File: src/rtl/uart_tx_packet_arbiter_if.sv
// Requester byte streams and the UART transmitter byte port shared by one arbiter.
interface uart_tx_packet_arbiter_if #(
    parameter int unsigned NUM_REQ  = 4,
    parameter int unsigned DATA_BIT = 8
);
    logic [NUM_REQ*DATA_BIT-1:0] req_data;
    logic [NUM_REQ-1:0]          req_valid;
    logic [NUM_REQ-1:0]          req_last;
    logic [NUM_REQ-1:0]          req_ready;
    logic [DATA_BIT-1:0]         tx_data;
    logic                        tx_data_valid;
    logic                        tx_data_ready;

    // Arbiter side
    modport master (
        input  req_data, req_valid, req_last, tx_data_ready,
        output req_ready, tx_data, tx_data_valid
    );

    // Requesters plus transmitter side
    modport slave (
        output req_data, req_valid, req_last, tx_data_ready,
        input  req_ready, tx_data, tx_data_valid
    );
endinterface

File: src/rtl/uart_tx_packet_arbiter.sv
// Round-robin packet arbiter sharing one UART transmitter among NUM_REQ byte streams,
// with an idle gap after each packet and a pause that blocks new grants.
module uart_tx_packet_arbiter #(
    parameter int unsigned NUM_REQ    = 4,
    parameter int unsigned DATA_BIT   = 8,
    parameter int unsigned MAX_PKT    = 16,
    parameter int unsigned GAP_CYCLES = 100
) (
    input  logic                       clk,
    input  logic                       n_reset,
    uart_tx_packet_arbiter_if.master   bus,
    input  logic                       pause,
    output logic [$clog2(NUM_REQ)-1:0] grant_id,
    output logic                       busy,
    output logic                       pkt_trunc
);
    localparam int unsigned ID_W  = $clog2(NUM_REQ);
    localparam int unsigned CNT_W = 8;
    localparam int unsigned GAP_W = 16;
    localparam logic [CNT_W-1:0] MAX_CNT  = CNT_W'(MAX_PKT);
    localparam logic [GAP_W-1:0] GAP_LAST = GAP_W'((GAP_CYCLES == 0) ? 0 : GAP_CYCLES - 1);

    typedef enum logic [1:0] {ST_IDLE, ST_SEND, ST_GAP} state_e;

    state_e            state_q, state_d;
    logic [ID_W-1:0]   rr_ptr_q, rr_ptr_d;
    logic [ID_W-1:0]   grant_q, grant_d;
    logic [CNT_W-1:0]  byte_cnt_q, byte_cnt_d;
    logic [GAP_W-1:0]  gap_cnt_q, gap_cnt_d;
    logic              trunc_q, trunc_d;

    logic              pick_found;
    logic [ID_W-1:0]   pick_idx;
    logic [ID_W-1:0]   scan_idx;
    logic              sel_valid;
    logic              sel_last;
    logic [DATA_BIT-1:0] sel_data;
    logic              xfer;
    logic [CNT_W-1:0]  cnt_inc;
    logic              pkt_end;
    logic [ID_W-1:0]   grant_next;

    // First valid requester scanning upward from rr_ptr, wrapping mod NUM_REQ
    always_comb begin
        pick_found = 1'b0;
        pick_idx   = rr_ptr_q;
        scan_idx   = rr_ptr_q;
        for (int unsigned k = 0; k < NUM_REQ; k++) begin
            scan_idx = ID_W'((32'(rr_ptr_q) + k) % NUM_REQ);
            if (!pick_found && bus.req_valid[scan_idx]) begin
                pick_found = 1'b1;
                pick_idx   = scan_idx;
            end
        end
    end

    assign sel_valid  = bus.req_valid[grant_q];
    assign sel_last   = bus.req_last[grant_q];
    assign sel_data   = bus.req_data[32'(grant_q)*DATA_BIT +: DATA_BIT];
    assign xfer       = (state_q == ST_SEND) && sel_valid && bus.tx_data_ready;
    assign cnt_inc    = byte_cnt_q + CNT_W'(1);
    assign pkt_end    = xfer && (sel_last || (cnt_inc == MAX_CNT));
    assign grant_next = ID_W'((32'(grant_q) + 32'd1) % NUM_REQ);

    // State register
    always_ff @(posedge clk or negedge n_reset) begin
        if (!n_reset) begin
            state_q    <= ST_IDLE;
            rr_ptr_q   <= '0;
            grant_q    <= '0;
            byte_cnt_q <= '0;
            gap_cnt_q  <= '0;
            trunc_q    <= 1'b0;
        end else begin
            state_q    <= state_d;
            rr_ptr_q   <= rr_ptr_d;
            grant_q    <= grant_d;
            byte_cnt_q <= byte_cnt_d;
            gap_cnt_q  <= gap_cnt_d;
            trunc_q    <= trunc_d;
        end
    end

    // Next state and counters
    always_comb begin
        state_d    = state_q;
        rr_ptr_d   = rr_ptr_q;
        grant_d    = grant_q;
        byte_cnt_d = byte_cnt_q;
        gap_cnt_d  = gap_cnt_q;
        trunc_d    = 1'b0;
        unique case (state_q)
            ST_IDLE: begin
                if (!pause && pick_found) begin
                    grant_d = pick_idx;
                    state_d = ST_SEND;
                end
            end
            ST_SEND: begin
                if (xfer) byte_cnt_d = cnt_inc;
                // A cut packet leaves the rest of the stream for a later grant
                if (pkt_end) begin
                    trunc_d    = !sel_last;
                    rr_ptr_d   = grant_next;
                    byte_cnt_d = '0;
                    state_d    = (GAP_CYCLES == 0) ? ST_IDLE : ST_GAP;
                end
            end
            ST_GAP: begin
                if (gap_cnt_q == GAP_LAST) begin
                    gap_cnt_d = '0;
                    state_d   = ST_IDLE;
                end else begin
                    gap_cnt_d = gap_cnt_q + GAP_W'(1);
                end
            end
            default: state_d = ST_IDLE;
        endcase
    end

    // Zero-latency pass-through of the granted requester while sending
    always_comb begin
        bus.tx_data       = '0;
        bus.tx_data_valid = 1'b0;
        bus.req_ready     = '0;
        if (state_q == ST_SEND) begin
            bus.tx_data            = sel_data;
            bus.tx_data_valid      = sel_valid;
            bus.req_ready[grant_q] = bus.tx_data_ready;
        end
    end

    assign grant_id  = grant_q;
    assign busy      = (state_q != ST_IDLE);
    assign pkt_trunc = trunc_q;

endmodule

File: src/flat_wrapper.sv
// flat-port wrapper written by rule: the top's interface ports become plain ports
module uart_tx_packet_arbiter_flat 
#(
    parameter int unsigned NUM_REQ    = 4,
    parameter int unsigned DATA_BIT   = 8,
    parameter int unsigned MAX_PKT    = 16,
    parameter int unsigned GAP_CYCLES = 100
)
  (clk, n_reset, pause, grant_id, busy, pkt_trunc, bus_req_data, bus_req_valid, bus_req_last, bus_tx_data_ready, bus_req_ready, bus_tx_data, bus_tx_data_valid);
  uart_tx_packet_arbiter_if #(.NUM_REQ(NUM_REQ), .DATA_BIT(DATA_BIT)) bus_i ();
  input  logic clk;
  input  logic n_reset;
  input  logic pause;
  output logic [$clog2(NUM_REQ)-1:0] grant_id;
  output logic busy;
  output logic pkt_trunc;
  input wire logic [$bits(bus_i.req_data)-1:0] bus_req_data;
  input wire logic [$bits(bus_i.req_valid)-1:0] bus_req_valid;
  input wire logic [$bits(bus_i.req_last)-1:0] bus_req_last;
  input wire logic [$bits(bus_i.tx_data_ready)-1:0] bus_tx_data_ready;
  output wire logic [$bits(bus_i.req_ready)-1:0] bus_req_ready;
  output wire logic [$bits(bus_i.tx_data)-1:0] bus_tx_data;
  output wire logic [$bits(bus_i.tx_data_valid)-1:0] bus_tx_data_valid;
  assign bus_i.req_data = bus_req_data;
  assign bus_i.req_valid = bus_req_valid;
  assign bus_i.req_last = bus_req_last;
  assign bus_i.tx_data_ready = bus_tx_data_ready;
  assign bus_req_ready = bus_i.req_ready;
  assign bus_tx_data = bus_i.tx_data;
  assign bus_tx_data_valid = bus_i.tx_data_valid;
  uart_tx_packet_arbiter #(.NUM_REQ(NUM_REQ), .DATA_BIT(DATA_BIT), .MAX_PKT(MAX_PKT), .GAP_CYCLES(GAP_CYCLES)) u_core (.clk(clk), .n_reset(n_reset), .bus(bus_i), .pause(pause), .grant_id(grant_id), .busy(busy), .pkt_trunc(pkt_trunc));
endmodule
File: config.mk
export PLATFORM = sky130hd
export DESIGN_NAME = uart_tx_packet_arbiter_flat
export DESIGN_NICKNAME = d
export VERILOG_FILES = /design/src/rtl/uart_tx_packet_arbiter_if.sv /design/src/rtl/uart_tx_packet_arbiter.sv /design/src/flat_wrapper.sv
export SDC_FILE = /design/constraint.sdc
export NUM_CORES = 1
export LEC_CHECK = 0
export ABC_AREA = 1
export BUFFER_PORTS_ARGS = -buffer_cell sky130_fd_sc_hd__buf_2
export CORE_ASPECT_RATIO = 0.8
export CORE_MARGIN = 2
export CORE_UTILIZATION = 53
export DETAILED_ROUTE_END_ITERATION = 12
export GPL_ROUTABILITY_DRIVEN = 0
export PLACE_DENSITY = 0.8
export SLEW_MARGIN = 20
export SYNTH_ARGS = -nofsm -noshare
export SYNTH_HDL_FRONTEND = slang
export SYNTH_SLANG_ARGS = --single-unit
File: constraint.sdc
create_clock -name clk -period 1.8 [get_ports clk]
set_clock_uncertainty 0.1 [all_clocks]
set_input_delay 0.27 -clock clk [delete_from_list [all_inputs] [get_ports clk]]
set_output_delay 0.27 -clock clk [all_outputs]
set_load 0.05 [all_outputs]
Word-level counts from Yosys, hierarchy flattened
Cells that the tools add are included.
{"block": "op_classes", "muxes": 33, "reduce_logical": 21, "bitwise_logic": 1, "order_cmp": 6, "shift": 1, "n_eq_ne": 7, "n_addsub": 6}
{"operator": "indexed part select 32 x 6 -> 8 bit", "n": 1}
{"operator": "2-to-1 mux 8 bit", "n": 3}
{"operator": "adder 16 x 1 -> 16 bit (second input constant)", "n": 1}
{"operator": "== test 16 x 7 -> 1 bit (second input constant)", "n": 1}
{"operator": "2-to-1 mux 16 bit", "n": 1}
{"operator": "less-than comparator 2 x 3 -> 1 bit (second input constant)", "n": 5}
{"operator": "2-to-1 mux 1 bit", "n": 14}
{"operator": "binary-select mux 1 bit (select 2 bit)", "n": 6}
{"operator": "2-to-1 mux 2 bit", "n": 6}
{"operator": "adder 8 x 1 -> 8 bit (second input constant)", "n": 1}
{"operator": "== test 8 x 5 -> 1 bit (second input constant)", "n": 1}
{"operator": "logical AND 1 bit", "n": 8}
{"operator": "!= test 2 x 1 -> 1 bit (second input constant)", "n": 3}
{"operator": "case mux 2 bit (3 select lines)", "n": 1}
{"operator": "AND reduction 2 bit", "n": 3}
{"operator": "zero test 1 bit", "n": 5}
{"operator": "adder 2 x 1 -> 2 bit (second input constant)", "n": 2}
{"operator": "adder 2 bit (second input constant)", "n": 2}
{"operator": "bitwise AND 4 bit", "n": 1}
{"operator": "2-to-1 mux 4 bit", "n": 1}
{"operator": "nonzero test 2 bit", "n": 2}
{"operator": "AND reduction 3 bit", "n": 1}
{"operator": "demux 1 bit (select 2 bit)", "n": 1}
{"operator": "== test 2 x 1 -> 1 bit (second input constant)", "n": 1}
{"operator": "other kinds (4)", "n": 4}
{"block": "word_totals", "input_bits": 44, "word_cells": 81, "register_bits": 31, "output_inout_bits": 17}

Logic depth before layout (Yosys ltp)
{"block": "logic_depth", "word_depth": 15, "ltp_mapped": 14}

Least setup slack after synthesis
Ideal clock, no wire load.
{"block": "synth_path", "path_type": "reg2out", "from": "register u_core.grant_q[0] (netlist: u_core.grant_id[0])", "to": "output port bus_tx_data[6]", "path_buffers": 2, "t_arrival_ns": 2.166, "path_stages_with_launch": 7, "path_slack_ns": -0.736, "required_ns": 1.430, "path_cell_list": "dfrtp_1 buf_2 buf_2 nor2_1 nor2_1 o21ai_0 a21oi_1"}
{"block": "synth_via", "elab_chain_len": 2}
{"item": "start: declaration", "line_no": "uart_tx_packet_arbiter.sv:27", "text": "logic [ID_W-1:0] grant_q, grant_d;"}
{"item": "start signal: assignment", "line_no": "uart_tx_packet_arbiter.sv:77", "text": "grant_q <= grant_d;"}
{"item": "indexed part select 32 x 6 -> 8 bit", "line_no": "uart_tx_packet_arbiter.sv:59", "text": "assign sel_data = bus.req_data[32'(grant_q)*DATA_BIT +: DATA_BIT];"}
{"item": "2-to-1 mux 8 bit", "line_no": "uart_tx_packet_arbiter.sv:126", "text": "if (state_q == ST_SEND) begin"}
{"item": "end: declaration", "line_no": "flat_wrapper.sv:22", "text": "output wire logic [$bits(bus_i.tx_data)-1:0] bus_tx_data;"}
No other way between the ends.

Final worst setup path
{"block": "layout_path", "from": "register u_core.grant_q[0] (netlist: u_core.grant_id[0])", "to": "output port bus_tx_data[0]"}
The elaborated chain is that of the path after synthesis.

==> flow_summary.toml <==
[worst_setup_path]
crit_type = "flop to output port"
required_ns = 1.43
endpoint = "bus_tx_data[0]"
critPathArrivalTime_ns = 1.56
crit_start = "u_core.grant_id[0]"
start_kind = "flop"
r2r_cells = 10
crit_fanout = 7
r2r-start = "u_core.byte_cnt_q[2]"
timing.rr.end = "u_core.rr_ptr_q[1]"
crit_path_end_kind = "output port"
rrSetupSlack_ns = -0.07

[clock_tree]
cts_inserted_buffers = 5
cts_root_buf = "clkbuf_8"
clockBufferDepth = 2
cts_max_level = 2
cts_tree = "done"
cts.sink_count = 31
clk_latency_ns = 0.29
clk_pin_slew_ns = 0.07

[global_route]
antenna_found_initial = 0
overflow = 0
grt_usage_pct = 26.09
grt_pass1_wl_mm = 10.18
grt_max_degree = 32
grt_pass1_vias = 2229

[route]
wirelength_mm = 6.558
drtPass1Iterations = 5
ant_nets = 0
vias_per_cell = 5.361
drtIter0Drc = 129
wl_per_cell_um = 14.01
num_vias = 2509
drc_errors = 0

[floorplanning]
coreArea_um2 = 4151
io_pins = 61
num_rows = 21
die_area_um2 = 4833
die_h_um = 62.58
start_util_pct = 54.76
chipWidth_um = 77.23

[logic_synthesis]
yosysWarningCount = 0
synth_top_family_by_area = "simple AND/OR/NAND/NOR gates"
synth-xor-area-share_pct = 6.549
synth-adder-area-share_pct = 3.853
synth-simple-area-share_pct = 37.09
syn-cell-area_um2 = 2273
yosysUniqueCellTypes = 34
synth.avg_cell_area_um2 = 6.952
ys_seq_elements = 31
yosysSeqAreaShare_pct = 34.12
yosys-mux-area-fraction_pct = 0
synth_fp_nets = 378
syn-instance-count = 327
synth-compound-area-share_pct = 10.29

[finish]
fin_util_pct = 78.69
fin_nets = 461
syn_to_final_growth_pct = 43.70
antenna_cells = 0
drive_gt1_share_pct = 38.20

[worst_hold_path]
hp-class = "primary input to flop"
hp-start = "pause"

[pwr]
leakage_nw = 1.619
power_density_nw_per_um2 = 446.7
ir_worst_vdd_uv = 551.5

[timing]
finalWorstSetupSlack_ns = -0.1274
timing.hold.ws_ns = 0.2285
max_slew_margin_pct = 74.51
grt_setup_unrepaired = "yes"
fin_crit_ns = 1.927
hold_viol = 0
worst_slew_pin_slew_ns = 0.3824
setup_viol = 19
slew_violations = 0
post-route-period-util_pct = 107.1
max_freq_ghz = 0.5188

[outcome]
outcome = "finished with violations"
violations = "negative setup slack"

[job]
cap_violations = 0

[placement]
port_buffers = 60
dp_hpwl_mm = 4.270
-- stage by stage --
| stage | total power, W | area [um^2] | TNS (ns) | instances | setup slack [ns] |
|---|---|---|---|---|---|
| floorplan | 0.0007606 | 2410 | -0.2292 | 327 | -0.07649 |
| global placement | 0.0008299 | 2811 | 0 | 447 | 0.07971 |
| detailed placement | 0.0008329 | 2811 | 0 | 447 | 0.04873 |
| CTS | 0.001458 | 3049 | -0.9664 | 459 | -0.09432 |
| global route | 0.001522 | 3267 | -3.824 | 468 | -0.2188 |
| finish | 0.001459 | 3267 | -1.374 | 468 | -0.1274 |
-- power by group --
group / switching (W) / leakage [nW] / total (W) / internal, W
clock network: 0.000272 / 0.0505 / 0.000619 / 0.000347
registers: 0 / 0.391 / 0.000696 / 0.000696
logic: 0.0000820 / 1.18 / 0.000144 / 0.0000617
-- repair_timing --
action | 4_1_cts | 5_1_grt
gates cloned | 2 | 1
setup endpoints to repair | 14 | 31
gates resized for setup | 44 | 43
endpoints found under the hold margin | 31 | 0
pin swaps | 1 | 6
setup buffers | 1 | 8
hold buffers | 1 | 0
-- how the worst min path moves through the flow --
stage	to	slack (ns)	cells after the start
after floorplan	u_core.byte_cnt_q[0]	-0.13	0
after global placement	u_core.gap_cnt_q[8]	0.21	2
after detailed placement	u_core.gap_cnt_q[12]	0.21	2
after CTS	u_core.state_q[0]	0.20	4
after global routing	u_core.grant_id[1]	0.25	5
final	u_core.grant_id[0]	0.23	5
-- critical path, stage by stage (launching register included) --
cell and delay, ns:
dfrtp_2 0.49, buf_6 0.17, nor2_1 0.06, nor2_1 0.11, o21ai_1 0.13, a21oi_4 0.14
buf_6 0.17
-- layout make-up --
class                           instances  area, um^2
Inverter                               32       130.1
Fill cell                             303       884.6
Clock inverter                          1       7.507
Tap cell                               57       71.32
Timing Repair Buffer                   86       624.3
Multi-Input combinational cell        254        1556
Sequential cell                        31       780.7
Clock buffer                            7       96.34
-- cells by family after synthesis --
logic type / count (synthesis)
AO/OA/AOI/OAI: 44
XOR/XNOR: 17
adder cells (fa/ha/maj): 7
buffers and inverters: 42
flip-flops: 31
AND/OR/NAND/NOR: 186
-- flip-flops by register name, indices dropped and copies added (netlist names) --
register           count
u_core.rr_ptr_q        2
u_core.gap_cnt_q      16
u_core.byte_cnt_q      8
u_core.grant_id        2
u_core.state_q         2
u_core.pkt_trunc       1
-- Yosys cell counts --
master,count,area share (%)
clkbuf_1,1,0.16
xnor2_1,3,1.2
nor2_4,1,0.50
dfrtp_1,31,34
a22oi_1,1,0.33
inv_1,31,5.1
nor3b_1,2,0.66
clkbuf_8,1,0.61
or2_2,1,0.28
ha_1,7,3.9
nand3b_2,1,0.50
nand3_2,1,0.44
buf_6,1,0.50
nand2_2,1,0.28
nor4_1,4,1.1
nor3_1,4,0.88
buf_2,7,1.5
nand3b_1,1,0.33
a32o_1,1,0.44
o22ai_1,2,0.55
o21ai_0,27,5.9
o21ai_1,1,0.22
nor2_1,54,8.9
a21oi_1,11,2.4
xor2_1,14,5.4
nand3_1,21,4.6
nand2_4,2,0.99
nand4_1,7,1.9
nand3_4,1,0.77
nand2_1,80,13
nor2_2,3,0.83
a21oi_2,1,0.39
inv_2,1,0.16
nor3_2,2,0.88
-- layer usage --
metal	vias to the layer above	wire (um)	track usage, %
met5	-	0	0
met2	105	3034	42.17
met3	10	485	6.936
li1	1222	-	-
met4	0	85	7.813
met1	1172	2952	34.48
-- placed cells by master, fill, tap and decap left out, types with 9 or more instances in the layout --
master	n
nand2_1	75
a21oi_4	9
buf_6	17
nor2_2	10
nand3_1	17
o21ai_1	19
buf_4	19
dfrtp_1	27
xor2_1	13
inv_1	25
buf_2	47
nor2_1	43
No activity file was read; power rests on OpenSTA's default activity.
